$ cat config.mk
export PLATFORM = sky130hd
export DESIGN_NAME = dmem_arbiter
export DESIGN_NICKNAME = d
export VERILOG_FILES = /design/src/rtl/dmem_arb_pkg.sv /design/src/rtl/dmem_arbiter_rr_arb2.sv /design/src/rtl/dmem_arbiter.sv
export SDC_FILE = /design/constraint.sdc
export NUM_CORES = 1
export LEC_CHECK = 0
export ABC_AREA = 1
export CORE_ASPECT_RATIO = 0.75
export CORE_MARGIN = 8
export CORE_UTILIZATION = 36
export DETAILED_ROUTE_END_ITERATION = 7
export PLACE_DENSITY = 0.86
export SYNTH_ARGS = -nofsm -noshare
export SYNTH_HDL_FRONTEND = slang
export SYNTH_SLANG_ARGS = --single-unit
$ cat constraint.sdc
create_clock -name clk -period 3.85 [get_ports clk]
set_input_delay 0.77 -clock clk [delete_from_list [all_inputs] [get_ports clk]]
set_output_delay 0.77 -clock clk [all_outputs]
set_load 0.05 [all_outputs]
$ cat src/rtl/dmem_arb_pkg.sv
// Shared types and defaults for the two-master data-memory arbiter.
// Latency: n/a (types and constants only).
// Backpressure: n/a.
package dmem_arb_pkg;

    localparam int AW_DEF = 8;
    localparam int DW_DEF = 8;

    typedef enum logic [1:0] {
        ARB   = 2'd0,
        LOCK0 = 2'd1,
        LOCK1 = 2'd2
    } arb_state_e;

    // One-hot ownership: bit 0 = m0, bit 1 = m1, all-zero = nobody.
    typedef logic [1:0] owner_t;

    localparam owner_t OWNER_NONE = 2'b00;
    localparam owner_t OWNER_M0   = 2'b01;
    localparam owner_t OWNER_M1   = 2'b10;

endpackage

$ cat src/rtl/dmem_arbiter_rr_arb2.sv
// Two-way round-robin pick: on contention the master that did not win last time wins.
// Latency: purely combinational, 0 cycles.
// Backpressure: a non-picked requester simply sees its gnt bit low.
module rr_arb2
    import dmem_arb_pkg::*;
(
    input  logic [1:0] req,
    input  logic       last,
    output owner_t     gnt
);

    // Single requester wins outright; on a tie, last=1 (m1 won last) hands it to m0.
    always_comb begin
        gnt = OWNER_NONE;
        if (req == 2'b11) begin
            gnt = last ? OWNER_M0 : OWNER_M1;
        end else begin
            gnt = req;
        end
    end

endmodule

$ cat src/rtl/dmem_arbiter.sv
// Shares the 256x8 memory port between m0 (load/store) and m1 (loader); lock bursts under DMEM_ARB_LOCK_EN.
// Latency: grant 0 cycles (combinational), write commits at accept edge, read data 1 cycle after accept.
// Backpressure: a master holds req until it sees gnt; a locked owner that idles stalls the other master.
module dmem_arbiter
    import dmem_arb_pkg::*;
#(
    parameter int AW       = AW_DEF,
    parameter int DW       = DW_DEF,
    parameter int MAX_LOCK = 8
) (
    input  logic          clk,
    input  logic          rst_n,
    input  logic          m0_req,
    input  logic          m0_we,
    input  logic          m0_lock,
    input  logic [AW-1:0] m0_addr,
    input  logic [DW-1:0] m0_wdata,
    output logic          m0_gnt,
    output logic          m0_rvalid,
    output logic [DW-1:0] m0_rdata,
    input  logic          m1_req,
    input  logic          m1_we,
    input  logic          m1_lock,
    input  logic [AW-1:0] m1_addr,
    input  logic [DW-1:0] m1_wdata,
    output logic          m1_gnt,
    output logic          m1_rvalid,
    output logic [DW-1:0] m1_rdata,
    output logic          mem_we,
    output logic [AW-1:0] mem_addr,
    output logic [DW-1:0] mem_di,
    input  logic [DW-1:0] mem_dout,
    output logic [1:0]    owner
);

    logic   [1:0] req;
    owner_t       rr_gnt;
    owner_t       gnt;
    logic         last_q;   // 1 = m1 won the most recent accept

    assign req = {m1_req, m0_req};

    rr_arb2 u_rr (
        .req  (req),
        .last (last_q),
        .gnt  (rr_gnt)
    );

`ifdef DMEM_ARB_LOCK_EN
    localparam int CW = $clog2(MAX_LOCK + 1);

    arb_state_e    state_q, state_d;
    logic [CW-1:0] lock_cnt_q, lock_cnt_d;
    logic [1:0]    lock;

    assign lock = {m1_lock, m0_lock};

    // Grant selection plus lock entry/exit; a grant is always an accept since gnt implies req.
    always_comb begin
        state_d    = state_q;
        lock_cnt_d = lock_cnt_q;
        gnt        = OWNER_NONE;
        unique case (state_q)
            ARB: begin
                gnt = rr_gnt;
                // With MAX_LOCK=1 the very first beat already hits the limit, so never enter.
                if ((|(gnt & lock)) && (MAX_LOCK > 1)) begin
                    state_d    = gnt[0] ? LOCK0 : LOCK1;
                    lock_cnt_d = CW'(1);
                end
            end
            LOCK0, LOCK1: begin
                gnt = (state_q == LOCK0) ? {1'b0, req[0]} : {req[1], 1'b0};
                if (|gnt) begin
                    if (!(|(gnt & lock)) || (lock_cnt_q == CW'(MAX_LOCK - 1))) begin
                        state_d    = ARB;
                        lock_cnt_d = '0;
                    end else begin
                        lock_cnt_d = lock_cnt_q + 1'b1;
                    end
                end
            end
            default: begin
                state_d    = ARB;
                lock_cnt_d = '0;
            end
        endcase
        if (!rst_n) begin
            gnt = OWNER_NONE;
        end
    end

    // Lock FSM state and beat counter; reset drops any burst in progress.
    always_ff @(posedge clk or negedge rst_n) begin
        if (!rst_n) begin
            state_q    <= ARB;
            lock_cnt_q <= '0;
        end else begin
            state_q    <= state_d;
            lock_cnt_q <= lock_cnt_d;
        end
    end
`else
    localparam int unused_max_lock = MAX_LOCK;
    logic unused_lock;

    assign unused_lock = &{1'b0, m0_lock, m1_lock};

    // Pure round-robin: grants blocked only while reset is asserted.
    always_comb begin
        gnt = rst_n ? rr_gnt : OWNER_NONE;
    end
`endif

    assign m0_gnt = gnt[0];
    assign m1_gnt = gnt[1];
    assign owner  = gnt;

    // Remember the winner of every accept; an exiting lock owner thus yields the next contest.
    always_ff @(posedge clk or negedge rst_n) begin
        if (!rst_n) begin
            last_q <= 1'b1;
        end else if (|gnt) begin
            last_q <= gnt[1];
        end
    end

    // Steer the granted master onto the memory port; idle port drives zeros.
    always_comb begin
        mem_we   = 1'b0;
        mem_addr = '0;
        mem_di   = '0;
        if (gnt[0]) begin
            mem_we   = m0_we;
            mem_addr = m0_addr;
            mem_di   = m0_wdata;
        end else if (gnt[1]) begin
            mem_we   = m1_we;
            mem_addr = m1_addr;
            mem_di   = m1_wdata;
        end
    end

    // Registered read return: capture mem_dout at the accept edge, pulse rvalid for one cycle.
    always_ff @(posedge clk or negedge rst_n) begin
        if (!rst_n) begin
            m0_rvalid <= 1'b0;
            m1_rvalid <= 1'b0;
            m0_rdata  <= '0;
            m1_rdata  <= '0;
        end else begin
            m0_rvalid <= gnt[0] & ~m0_we;
            m1_rvalid <= gnt[1] & ~m1_we;
            if (gnt[0] & ~m0_we) begin
                m0_rdata <= mem_dout;
            end
            if (gnt[1] & ~m1_we) begin
                m1_rdata <= mem_dout;
            end
        end
    end

endmodule

==> flow_summary_export.csv <==
group,metric,value,unit
critical_path,path_delay_family,"buffers and inverters",
clocking,path_clk_slew,0.07,ns
synth,async_reset_ff_share,100.0,%
drt,drt-wirelength-per-cell,15.34,um
power,power.density,389.1,nW/um2
clocking,clock_sinks,19,
critical_path,crit_slowest_cell,"clkdlybuf4s50_1",
synth,synth_area,1120,um2
critical_path,arrival,2.32,ns
clocking,clock_path_buffers,2,
drt,ant_nets,0,
final_layout,final_layout_size_suffix_gt1_share,23.21,%
critical_path,cp_cell_sequence,"clkdlybuf4s50_1 > nand2_1 > inv_2 > nand2_4 > o21ai_0 > buf_12",
run_status,status,"complete, no violations",
sta,fin_crit_sh,80.21,%
synth,synth_area_leaders,"dfrtp_1 40%, nand2_1 23%, nand4_1 8.9%",
global_route,track_usage,15.55,%
sta,relSlewSlack,65.30,%
synth,ys_seq_area_share,42.57,%
drt,vias,1209,
place,dp_hpwl,3379,um
floorplanning,io_pins,87,
critical_path,worst-path-max-fanout,11,
job,cap_violations,0,
global_route,overflow,0,
floorplanning,fp.dieArea,5170,um2
drt,drt_wl_total,4020,um
clocking,holdBufCountCts,0,
synth,synth_top_cell_area_share,40.22,%
synth,ys_types,17,
synth,syn_area_per_cell,7.999,um2
final_layout,diodes,0,
clocking,numCtsBuffers,3,
sta,final-setup-viol-count,0,
sta,finalSetupTns,0,ns
floorplanning,die_h,64.30,um
power,p_switching,0.3719,mW
sta,rsz0062_at_grt,"no",
synth,synth_fp_nets,188,
floorplanning,start_util,37.88,%
sta,fin_crit,3.088,ns
critical_path,max_stage_delay,0.60,ns
floorplanning,core-area,2957,um2
critical_path,crit_path_end_kind,"output pin",
drt,via_per_inst,4.615,
sta,final_max_slew_viol_count,0,
power,p_int,0.4899,mW
floorplanning,row_count,17,
final_layout,n_fill_cell,215,
clocking,htreeDepth,1,
global_route,grt_pass1_wl,6341,um
critical_path,crit_type,"in -> out",
synth,yosys_warnings,0,
place,pre_cts_ws,0.7872,ns
global_route,grt_pass1_vias,1217,
drt,drt_iter0_markers,49,
drt,drcViolationCount,0,
synth,synth_common_cells,"69 x nand2_1, 18 x dfrtp_1, 16 x nand4_1, 14 x nand2_2, 4 x inv_2",
clocking,cts_setup_buffers,0,
critical_path,worstPathRequired,3.08,ns
synth,synth_edf_count,0,
final_layout,area_delta_synth_final,97.77,%
global_route,grt_start_max_net_pins,20,
drt,first_pass_iters,4,
final_layout,fin_nets,273,
synth,synth.most_common_cell,"nand2_1",
power,seq_power_share,29.9,%
critical_path,crit_path_start_kind,"input port",
clocking,cts_tree,"built",
synth,yosys_register_bits,19,
power,p_sw_share,43.16,%
clocking,clock_latency,0.26,ns
clocking,cts_resized,0,
power,totalPowerFinal,0.8618,mW
sta,max_freq,323.8,MHz
power,pwr-share-comb,53.8,%
place,port_buffers,84,
critical_path,crit_buf_inv,3,
global_route,antenna_found_initial,0,
power,clockPowerShare,16.3,%
place,place.gp.congestion,0.8437,
hold_path,hp-class,"reg -> reg",
sta,finalClockSkew,0.002775,ns
clocking,root_buffer,"clkbuf_8",
floorplanning,die_w,80.40,um
sta,hold_viol_final,0,
power,p_leak,1.056,nW
synth,synth_area_leader_cell,"dfrtp_1",
synth,synth_ff_type,"dfrtp_1",
synth,synthCells,140,
sta,final_critical_path_setup_slack,0.7618,ns
sta,tightest_slew,0.5188,ns
power,ir_drop,0.2140,mV
-- worst paths after layout --
kind / from / end / slack (ns) / cells past startpoint
min reg2reg: m1_rdata[6] / m1_rdata[6] / 0.48 / 2
min in group asynchronous: rst_n / last_q / 0.96 / 1
max: rst_n / mem_we / 0.76 / 6
min: m1_rdata[6] / m1_rdata[6] / 0.48 / 2
max reg2reg: last_q / m0_rdata[6] / 2.70 / 5
max in group asynchronous: rst_n / m1_rdata[5] / 2.62 / 2
-- worst reg2reg max path, stage by stage, from the launching register on --
cell,delay (ns)
dfstp_2,0.56
inv_2,0.06
nand2_4,0.13
nand3_4,0.15
nand2_1,0.10
nand2_1,0.05
-- registers in the layout, indices dropped and copies added (netlist names) --
name and cells:
last_q 1, m0_rdata 8, m0_rvalid 1, m1_rdata 8, m1_rvalid 1
-- final cells by class --
| cell class | instances | area (um2) | area share, % |
|---|---|---|---|
| inverter | 9 | 38.79 | 1.751 |
| clock buffer | 3 | 41.29 | 1.864 |
| sequential | 19 | 476.7 | 21.53 |
| timing repair buffer | 85 | 1059 | 47.80 |
| clock inverter | 1 | 5.005 | 0.2260 |
| multi-input combinational | 107 | 546.8 | 24.69 |
| tap | 38 | 47.55 | 2.147 |
-- metal layers --
layer  GRT usage, %  wire [um]  part of all wire (%)
met1          17.97       1567                    39
met2          28.07       2192                    55
met3          3.631        223                   5.5
met4          3.394         36                  0.90
met5              0          0                     0
-- cells by family (layout without fill, tap and decap cells) --
kind of cell,Yosys count,in the layout,share of synthesized area [%]
buffers and inverters,14,98,8.603
AO/OA/AOI/OAI,2,2,1.006
flip-flops,19,19,42.57
AND/OR/NAND/NOR,105,105,47.82
-- through the flow --
stage / area [um2] / cells / utilization (%) / hold WS, ns
after floorplan: 1120 / 140 / - / 0.4744
after global placement: 2168 / 258 / 73.34 / 0.4528
after detailed placement: 2168 / 258 / 73.34 / 0.4593
after CTS: 2215 / 262 / 74.90 / 0.4802
after global routing: 2215 / 262 / 74.90 / 0.4982
final: 2215 / 262 / 74.90 / 0.4798
-- cells in the final DEF, fill, tap and decap left out, types with 2 or more instances in the layout --
| cell type | count |
|---|---|
| nand2_2 | 14 |
| clkinv_1 | 2 |
| clkbuf_8 | 3 |
| inv_2 | 4 |
| inv_1 | 2 |
| nand2_4 | 3 |
| clkdlybuf4s50_1 | 63 |
| dfrtp_1 | 18 |
| nand4_1 | 16 |
| nand3_4 | 2 |
| buf_12 | 21 |
| nand2_1 | 69 |
-- power groups by stage --
stage	sequential (mW)	clock, mW	combinational, mW
after floorplan	0.381	0	0.134
after global placement	0.259	0	0.460
after detailed placement	0.261	0	0.467
after CTS	0.258	0.144	0.468
after global routing	0.262	0.152	0.483
final	0.258	0.141	0.463
Power figures use the tool's default switching activity.
